===== src/rtl/uar_rx_cfg.sv =====
// uar_rx_cfg: configurable UART receiver (5..9 data bits, none/even/odd parity, 1/2 stop bits).
// Define UAR_RX_MAJORITY_EN to decide each bit by 2-of-3 majority at cnt 6/7/8 instead of cnt 7.
module uar_rx_cfg #(
  parameter int unsigned DATA_BITS   = 8,
  parameter int unsigned PARITY_MODE = 0,
  parameter int unsigned STOP_BITS   = 1
) (
  input  logic                 clk_16x,
  input  logic                 rst_n,
  input  logic                 ser_in,
  input  logic                 dout_ack,
  output logic [DATA_BITS-1:0] dout_byte,
  output logic                 dout_vld,
  output logic                 parity_err,
  output logic                 frame_err,
  output logic                 overrun_err,
  output logic                 busy
);

  typedef enum logic [2:0] {StIdle, StStart, StData, StParity, StStop} state_e;

  localparam logic [3:0] LAST_BIT = 4'(DATA_BITS - 1);
  localparam bit         ODD_PAR  = (PARITY_MODE == 2);

  state_e               state_q, state_d;
  logic                 ser_m, ser_s, ser_prev;
  logic [3:0]           cnt_q, cnt_d, bit_q, bit_d;
  logic                 stop2_q, stop2_d, par_q, par_d, frm_q, frm_d;
  logic [DATA_BITS-1:0] shift_q, shift_d;
  logic                 bit_dec, at_dec, at_end, fall, done;

  always_ff @(posedge clk_16x or negedge rst_n) begin
    if (!rst_n) begin
      ser_m    <= 1'b1;
      ser_s    <= 1'b1;
      ser_prev <= 1'b1;
    end else begin
      ser_m    <= ser_in;
      ser_s    <= ser_m;
      ser_prev <= ser_s;
    end
  end

  assign fall = ser_prev & ~ser_s;

`ifdef UAR_RX_MAJORITY_EN
  localparam logic [3:0] DEC_CNT = 4'd8;
  logic [1:0] hist_q;  // ser_s one and two cycles back (cnt 7 and 6 at the decision)

  always_ff @(posedge clk_16x or negedge rst_n) begin
    if (!rst_n) hist_q <= 2'b11;
    else        hist_q <= {hist_q[0], ser_s};
  end

  assign bit_dec = (hist_q[1] & hist_q[0]) | (hist_q[1] & ser_s) | (hist_q[0] & ser_s);
`else
  localparam logic [3:0] DEC_CNT = 4'd7;
  assign bit_dec = ser_s;
`endif

  assign at_dec = (cnt_q == DEC_CNT);
  assign at_end = (cnt_q == 4'hF);
  assign busy   = (state_q != StIdle);

  always_comb begin
    state_d = state_q;
    cnt_d   = cnt_q + 4'd1;
    bit_d   = bit_q;
    stop2_d = stop2_q;
    shift_d = shift_q;
    par_d   = par_q;
    frm_d   = frm_q;
    done    = 1'b0;
    unique case (state_q)
      StIdle: begin
        cnt_d = '0;
        if (fall) begin
          state_d = StStart;
          par_d   = 1'b0;
          frm_d   = 1'b0;
          stop2_d = 1'b0;
        end
      end
      StStart: begin
        if (at_dec && bit_dec) begin
          state_d = StIdle;  // line back high mid start bit: glitch, not a frame
        end else if (at_end) begin
          state_d = StData;
          bit_d   = '0;
        end
      end
      StData: begin
        if (at_dec) shift_d = {bit_dec, shift_q[DATA_BITS-1:1]};
        if (at_end) begin
          if (bit_q == LAST_BIT) state_d = (PARITY_MODE != 0) ? StParity : StStop;
          else                   bit_d   = bit_q + 4'd1;
        end
      end
      StParity: begin
        if (at_dec) par_d = bit_dec ^ (^shift_q) ^ ODD_PAR;
        if (at_end) state_d = StStop;
      end
      StStop: begin
        if (at_dec && !bit_dec) frm_d = 1'b1;
        if (STOP_BITS == 2 && !stop2_q) begin
          if (at_end) stop2_d = 1'b1;
        end else if (at_dec) begin
          // Finish at mid stop bit so an early next start edge is not missed.
          done    = 1'b1;
          state_d = StIdle;
        end
      end
      default: state_d = StIdle;
    endcase
  end

  always_ff @(posedge clk_16x or negedge rst_n) begin
    if (!rst_n) begin
      state_q <= StIdle;
      cnt_q   <= '0;
      bit_q   <= '0;
      stop2_q <= 1'b0;
      shift_q <= '0;
      par_q   <= 1'b0;
      frm_q   <= 1'b0;
    end else begin
      state_q <= state_d;
      cnt_q   <= cnt_d;
      bit_q   <= bit_d;
      stop2_q <= stop2_d;
      shift_q <= shift_d;
      par_q   <= par_d;
      frm_q   <= frm_d;
    end
  end

  always_ff @(posedge clk_16x or negedge rst_n) begin
    if (!rst_n) begin
      dout_byte   <= '0;
      dout_vld    <= 1'b0;
      parity_err  <= 1'b0;
      frame_err   <= 1'b0;
      overrun_err <= 1'b0;
    end else if (done) begin
      dout_byte  <= shift_q;
      parity_err <= par_q;
      frame_err  <= frm_q | ~bit_dec;
      dout_vld   <= 1'b1;
      if (dout_vld && !dout_ack) overrun_err <= 1'b1;
    end else if (dout_vld && dout_ack) begin
      dout_vld <= 1'b0;
    end
  end

endmodule


===== config.mk =====
export PLATFORM = sky130hd
export DESIGN_NAME = uar_rx_cfg
export DESIGN_NICKNAME = d
export VERILOG_FILES = /design/src/rtl/uar_rx_cfg.sv
export SDC_FILE = /design/constraint.sdc
export NUM_CORES = 1
export LEC_CHECK = 0
export ABC_AREA = 1
export ABC_CLOCK_PERIOD_IN_PS = 3800
export BUFFER_PORTS_ARGS = -buffer_cell sky130_fd_sc_hd__clkbuf_2
export CAP_MARGIN = 15
export CORE_MARGIN = 2
export CORE_UTILIZATION = 55
export DETAILED_ROUTE_END_ITERATION = 10
export HOLD_SLACK_MARGIN = 0.12
export PLACE_DENSITY = 0.75
export SYNTH_ARGS = -nofsm -noshare
export SYNTH_HDL_FRONTEND = slang
export SYNTH_SLANG_ARGS = --single-unit

===== constraint.sdc =====
create_clock -name clk_16x -period 3.8 [get_ports clk_16x]
set_input_delay 0.76 -clock clk_16x [delete_from_list [all_inputs] [get_ports clk_16x]]
set_output_delay 0.76 -clock clk_16x [all_outputs]
set_load 0.03 [all_outputs]

# Word level (Yosys, flattened, before mapping)
# Index checks and enable logic that the tools add are counted.
dict set report op_classes {
  bitwise 4
  mux 23
  eq_ne 18
  n_reduce_logical 19
  addsub 2
}
# op count
set ops {}
lappend ops {{2-to-1 mux 3 bit} 7}
lappend ops {{2-to-1 mux 4 bit} 5}
lappend ops {{!= test 2 bit (second input constant)} 10}
lappend ops {{case mux 3 bit (5 select lines)} 1}
lappend ops {{adder 4 x 1 -> 4 bit (second input constant)} 2}
lappend ops {{equality test 4 x 3 -> 1 bit (second input constant)} 2}
lappend ops {{case mux 4 bit (2 select lines)} 1}
lappend ops {{nonzero test 2 bit} 4}
lappend ops {{parity 8 bit} 1}
lappend ops {{2-to-1 mux 1 bit} 7}
lappend ops {{equality test 3 x 2 -> 1 bit (second input constant)} 2}
lappend ops {{AND reduction 3 bit} 2}
lappend ops {{AND reduction 6 bit} 1}
lappend ops {{AND reduction 5 bit} 1}
lappend ops {{equality test 4 bit (second input constant)} 1}
lappend ops {{logical AND 1 bit} 4}
lappend ops {{case mux 1 bit (2 select lines)} 2}
lappend ops {{AND reduction 2 bit} 2}
lappend ops {{equality test 3 x 1 -> 1 bit (second input constant)} 1}
lappend ops {{equality test 3 bit (second input constant)} 1}
lappend ops {{zero test 3 bit} 1}
lappend ops {{!= test 3 bit (second input constant)} 1}
lappend ops {{nonzero test 3 bit} 1}
lappend ops {{zero test 1 bit} 2}
lappend ops {{other kinds (4)} 4}
dict set report totals {
  out_inout_bits 13
  input_bits 4
  ff_bits 36
}

# Depth between registers and ports, before layout
dict set report logic_depth {
  word_depth 4
  ltp_mapped 10
}

# Worst setup path before layout
# Ideal clock, no wire load.
dict set report synth_path {
  kind {register to output}
  startpoint {register state_q[1]}
  endpoint {output busy}
  path_slack_ps 2271
  path_stages_with_launch 3
  t_required_ps 3040
  arrival_time_ps 769
  path_buffers 0
  cell_sequence {dfrtp_1 -> nor2_1 -> nand2_1}
}
dict set report synth_between {
  elab_chain_cells 1
}
# item line_no
set synth_rtl {}
lappend synth_rtl {{from (decl)} 25} ;# state_e state_q, state_d;
lappend synth_rtl {{from (signal assigned)} 119} ;# state_q <= StIdle;
lappend synth_rtl {{from (signal assigned)} 127} ;# state_q <= state_d;
lappend synth_rtl {{nonzero test 3 bit} 63} ;# assign busy = (state_q != StIdle);
lappend synth_rtl {{to (decl)} 17} ;# output logic busy
# No other way between the ends.

# Worst setup path in the final report
# Same ends and word-level chain as after synthesis.

==> results.cfg <==
[placed_design]
place.detailed.hpwl_mm = 2.085
io_buffer_count = 16
rd_place_congestion = 0.8395
dp.cells = 255

[run]
maxCapViolations = 0

[clock_network]
cts-resized-gates = 0
clockRootBuffer = clkbuf_4
tritoncts.num_buffers = 5
htreeDepth = 2
clk_latency_ns = 0.34
postCtsSetupBuffers = 0
clock-sinks = 36
holdBufCountCts = 0
worst_setup_hold_path_clk_slew_ns = 0.10
max-clock-path-buffers = 2
tritoncts = yes

[pwr]
power.ir.vdd_worst_mv = 0.3745
internal_power_uw = 647.2
p_total_uw = 936.0
cellPowerDensity_nw_per_um2 = 498.7
power.share.sequential_pct = 47.2
p_switching_uw = 288.8
share_of_total_power_in_the_clock_network_pct = 31.9
p_sw_share_pct = 30.85
power_frac_comb_pct = 20.9
p_leak_uw = 0.0009982

[timing]
final_max_slew_viol_count = 0
finalCriticalPeriod_ns = 2.032
final.period_utilization_pct = 53.46
fin_setup_tns_ns = 0
maxClockFrequency_mhz = 492.2
worstMarginPinSlew_ns = 0.8665
timing.final.hold_violations = 0
maxSlewHeadroom_pct = 42.23
rsz_0062_raised_after_global_routing = false
setup_violations = 0
finalClockSkew_ns = 0.008795

[worst_setup_path]
critical_path_peak_fanout = 5
timing.reg2reg.setup_slack_ns = 2.17
reg2regPathDepth = 7
r2r-end = dout_byte[3]
critPathCapture = busy
arrival_ns = 1.27
worstSetupPathType = flip-flop to output pin
end_kind = output pin
startpoint_type = flip-flop
required_time_of_the_critical_path_ns = 3.04
worstSetupStartpoint = state_q[1]
worst_r2r_startpoint = cnt_q[0]

[floorplan]
floorplan.initialDensity_pct = 56.26
design.die.area_sq_um = 3503
core_area_sq_um = 2978
rows = 20
die_width_um = 59.19
top_level_ports = 17
die_y_um = 59.19

[grt]
wire_length_of_the_first_global_routing_pass_mm = 5.195
largest_net_degree_at_the_start_of_global_routing = 37
overall_global_routing_resource_usage_pct = 19.96
grt_antenna_before_repair = 0
first_global_vias = 1202
globalRoute.totalOverflow = 0

[finish]
fillCellCount = 248
post_route_cells_drive_above_1_share_pct = 13.91
most_used_cells_in_the_layout_excluding_fill_and_tap_cells = 78 x nand2_1, 33 x dfrtp_1, 30 x inv_1, 24 x o21ai_0, 16 x clkbuf_2
finalNonFillerCells = 263
area_growth_pct = 12.02
number_of_antenna_diodes = 0
layout_commonest_cell = nand2_1
nets = 235

[logic_synthesis]
synth_fa_ha_area_share_pct = 1.494
syn_nets = 215
seq_area_frac_synth_pct = 54.00
synth_cell_types = 21
synth.area.mux_share_pct = 0
netlist_instances = 209
synthSimpleGateAreaFrac_pct = 25.54
synth.cell_area_sq_um = 1675
synth_top_family_by_area = simple AND/OR/NAND/NOR gates
yosys_warnings = 0
synth_compound_gate_area_share_pct = 10.83
ys_ff_latch = 36
syn_avg_cell_area_sq_um = 8.016
synth_xor_area_share_pct = 0.5228

[detailed_routing]
post_drt_wl_per_cell_um = 11.05
routed_wirelength_mm = 2.907
drcViolationCount = 0
final_antenna_net_count = 0
vias_per_cell = 4.989
routed-via-count = 1312
drt_first_pass_iters = 5
detailedRoute.firstIterationViolations = 61

[run_status]
run_status = finished clean

[hold_path]
hold_sp = ser_m
timing.hold.worst.class = flip-flop to flip-flop
==> power by group through the flow <==
stage | combinational, uW | clock [uW] | sequential [uW]
after floorplan | 147 | 0 | 446
after global placement | 191 | 0 | 447
after detailed placement | 195 | 0 | 449
after CTS | 196 | 309 | 442
after global routing | 223 | 322 | 448
final | 196 | 298 | 442
==> layout make-up <==
class                           instances  area [sq um]  area share [%]
Multi-Input combinational cell        140         643.1           34.27
Inverter                               30         112.6           6.000
Clock buffer                            7         65.06           3.467
Timing Repair Buffer                   16         80.08           4.267
Tap cell                               33         41.29           2.200
Clock inverter                          1         30.03           1.600
Sequential cell                        36         904.6           48.20
==> worst max-delay path, stage by stage (launching register included) <==
cell and delay (ns):
dfrtp_1 0.43, nor2_1 0.16, nand2_1 0.14, clkbuf_2 0.21
==> sequential cells by signal (all words and copies together), names as in the netlist <==
register and flops:
dout_vld 1, ser_prev 1, shift_q 8, bit_q 4, state_q 3, ser_m 1
dout_byte 8, parity_err 1, cnt_q 4, overrun_err 1, par_q 1, frm_q 1
frame_err 1, bit_dec 1
==> stage by stage <==
step	utilization [%]	hold WS [ns]	cell area, sq um	setup slack (ns)
after global placement	59.83	0.3460	1782	2.170
final	63.03	0.3627	1877	1.768
after CTS	63.03	0.3641	1877	1.740
after floorplan	-	0.3452	1675	2.271
after detailed placement	59.83	0.3485	1782	2.135
after global routing	63.03	0.3759	1877	1.664
==> cell usage after synthesis <==
library cell / number / area [sq um]
nand2_1: 78 / 292.8
dfrtp_1: 33 / 825.8
inv_1: 30 / 112.6
o21ai_0: 24 / 120.1
nor2_1: 12 / 45.04
nand3_1: 9 / 45.04
a21oi_1: 3 / 15.01
buf_2: 3 / 15.01
dfstp_2: 3 / 78.83
ha_1: 2 / 25.02
nor3_1: 2 / 10.01
a21boi_0: 1 / 7.510
a21oi_4: 1 / 16.27
a31oi_1: 1 / 6.260
nand2_2: 1 / 6.260
nand3b_1: 1 / 7.510
nor2_4: 1 / 11.26
nor3_2: 1 / 10.01
o21ai_2: 1 / 8.760
o21bai_1: 1 / 7.510
xor2_1: 1 / 8.760
==> cell families after synthesis <==
group,after synthesis
AO/OA/AOI/OAI,32
XOR/XNOR,1
adder cells (fa/ha/maj),2
buffers and inverters,33
flip-flops,36
AND/OR/NAND/NOR,105
==> per-layer routing <==
layer | track usage, % | vias to the layer above | part of all wire, %
met5 | 0 | - | 0
li1 | - | 689 | -
met4 | 8.766 | 0 | 2.0
met1 | 26.03 | 591 | 48
met3 | 5.895 | 7 | 4.0
met2 | 30.77 | 25 | 46
==> worst min-delay path by stage <==
stage                          to  slack (ns)  cells after the start
after detailed placement  bit_dec        0.35                      0
after global placement    bit_dec        0.35                      0
after CTS                 bit_dec        0.36                      0
after floorplan           bit_dec        0.35                      0
after global routing      bit_dec        0.38                      0
final                     bit_dec        0.36                      0
Power figures use the tool's default switching activity.
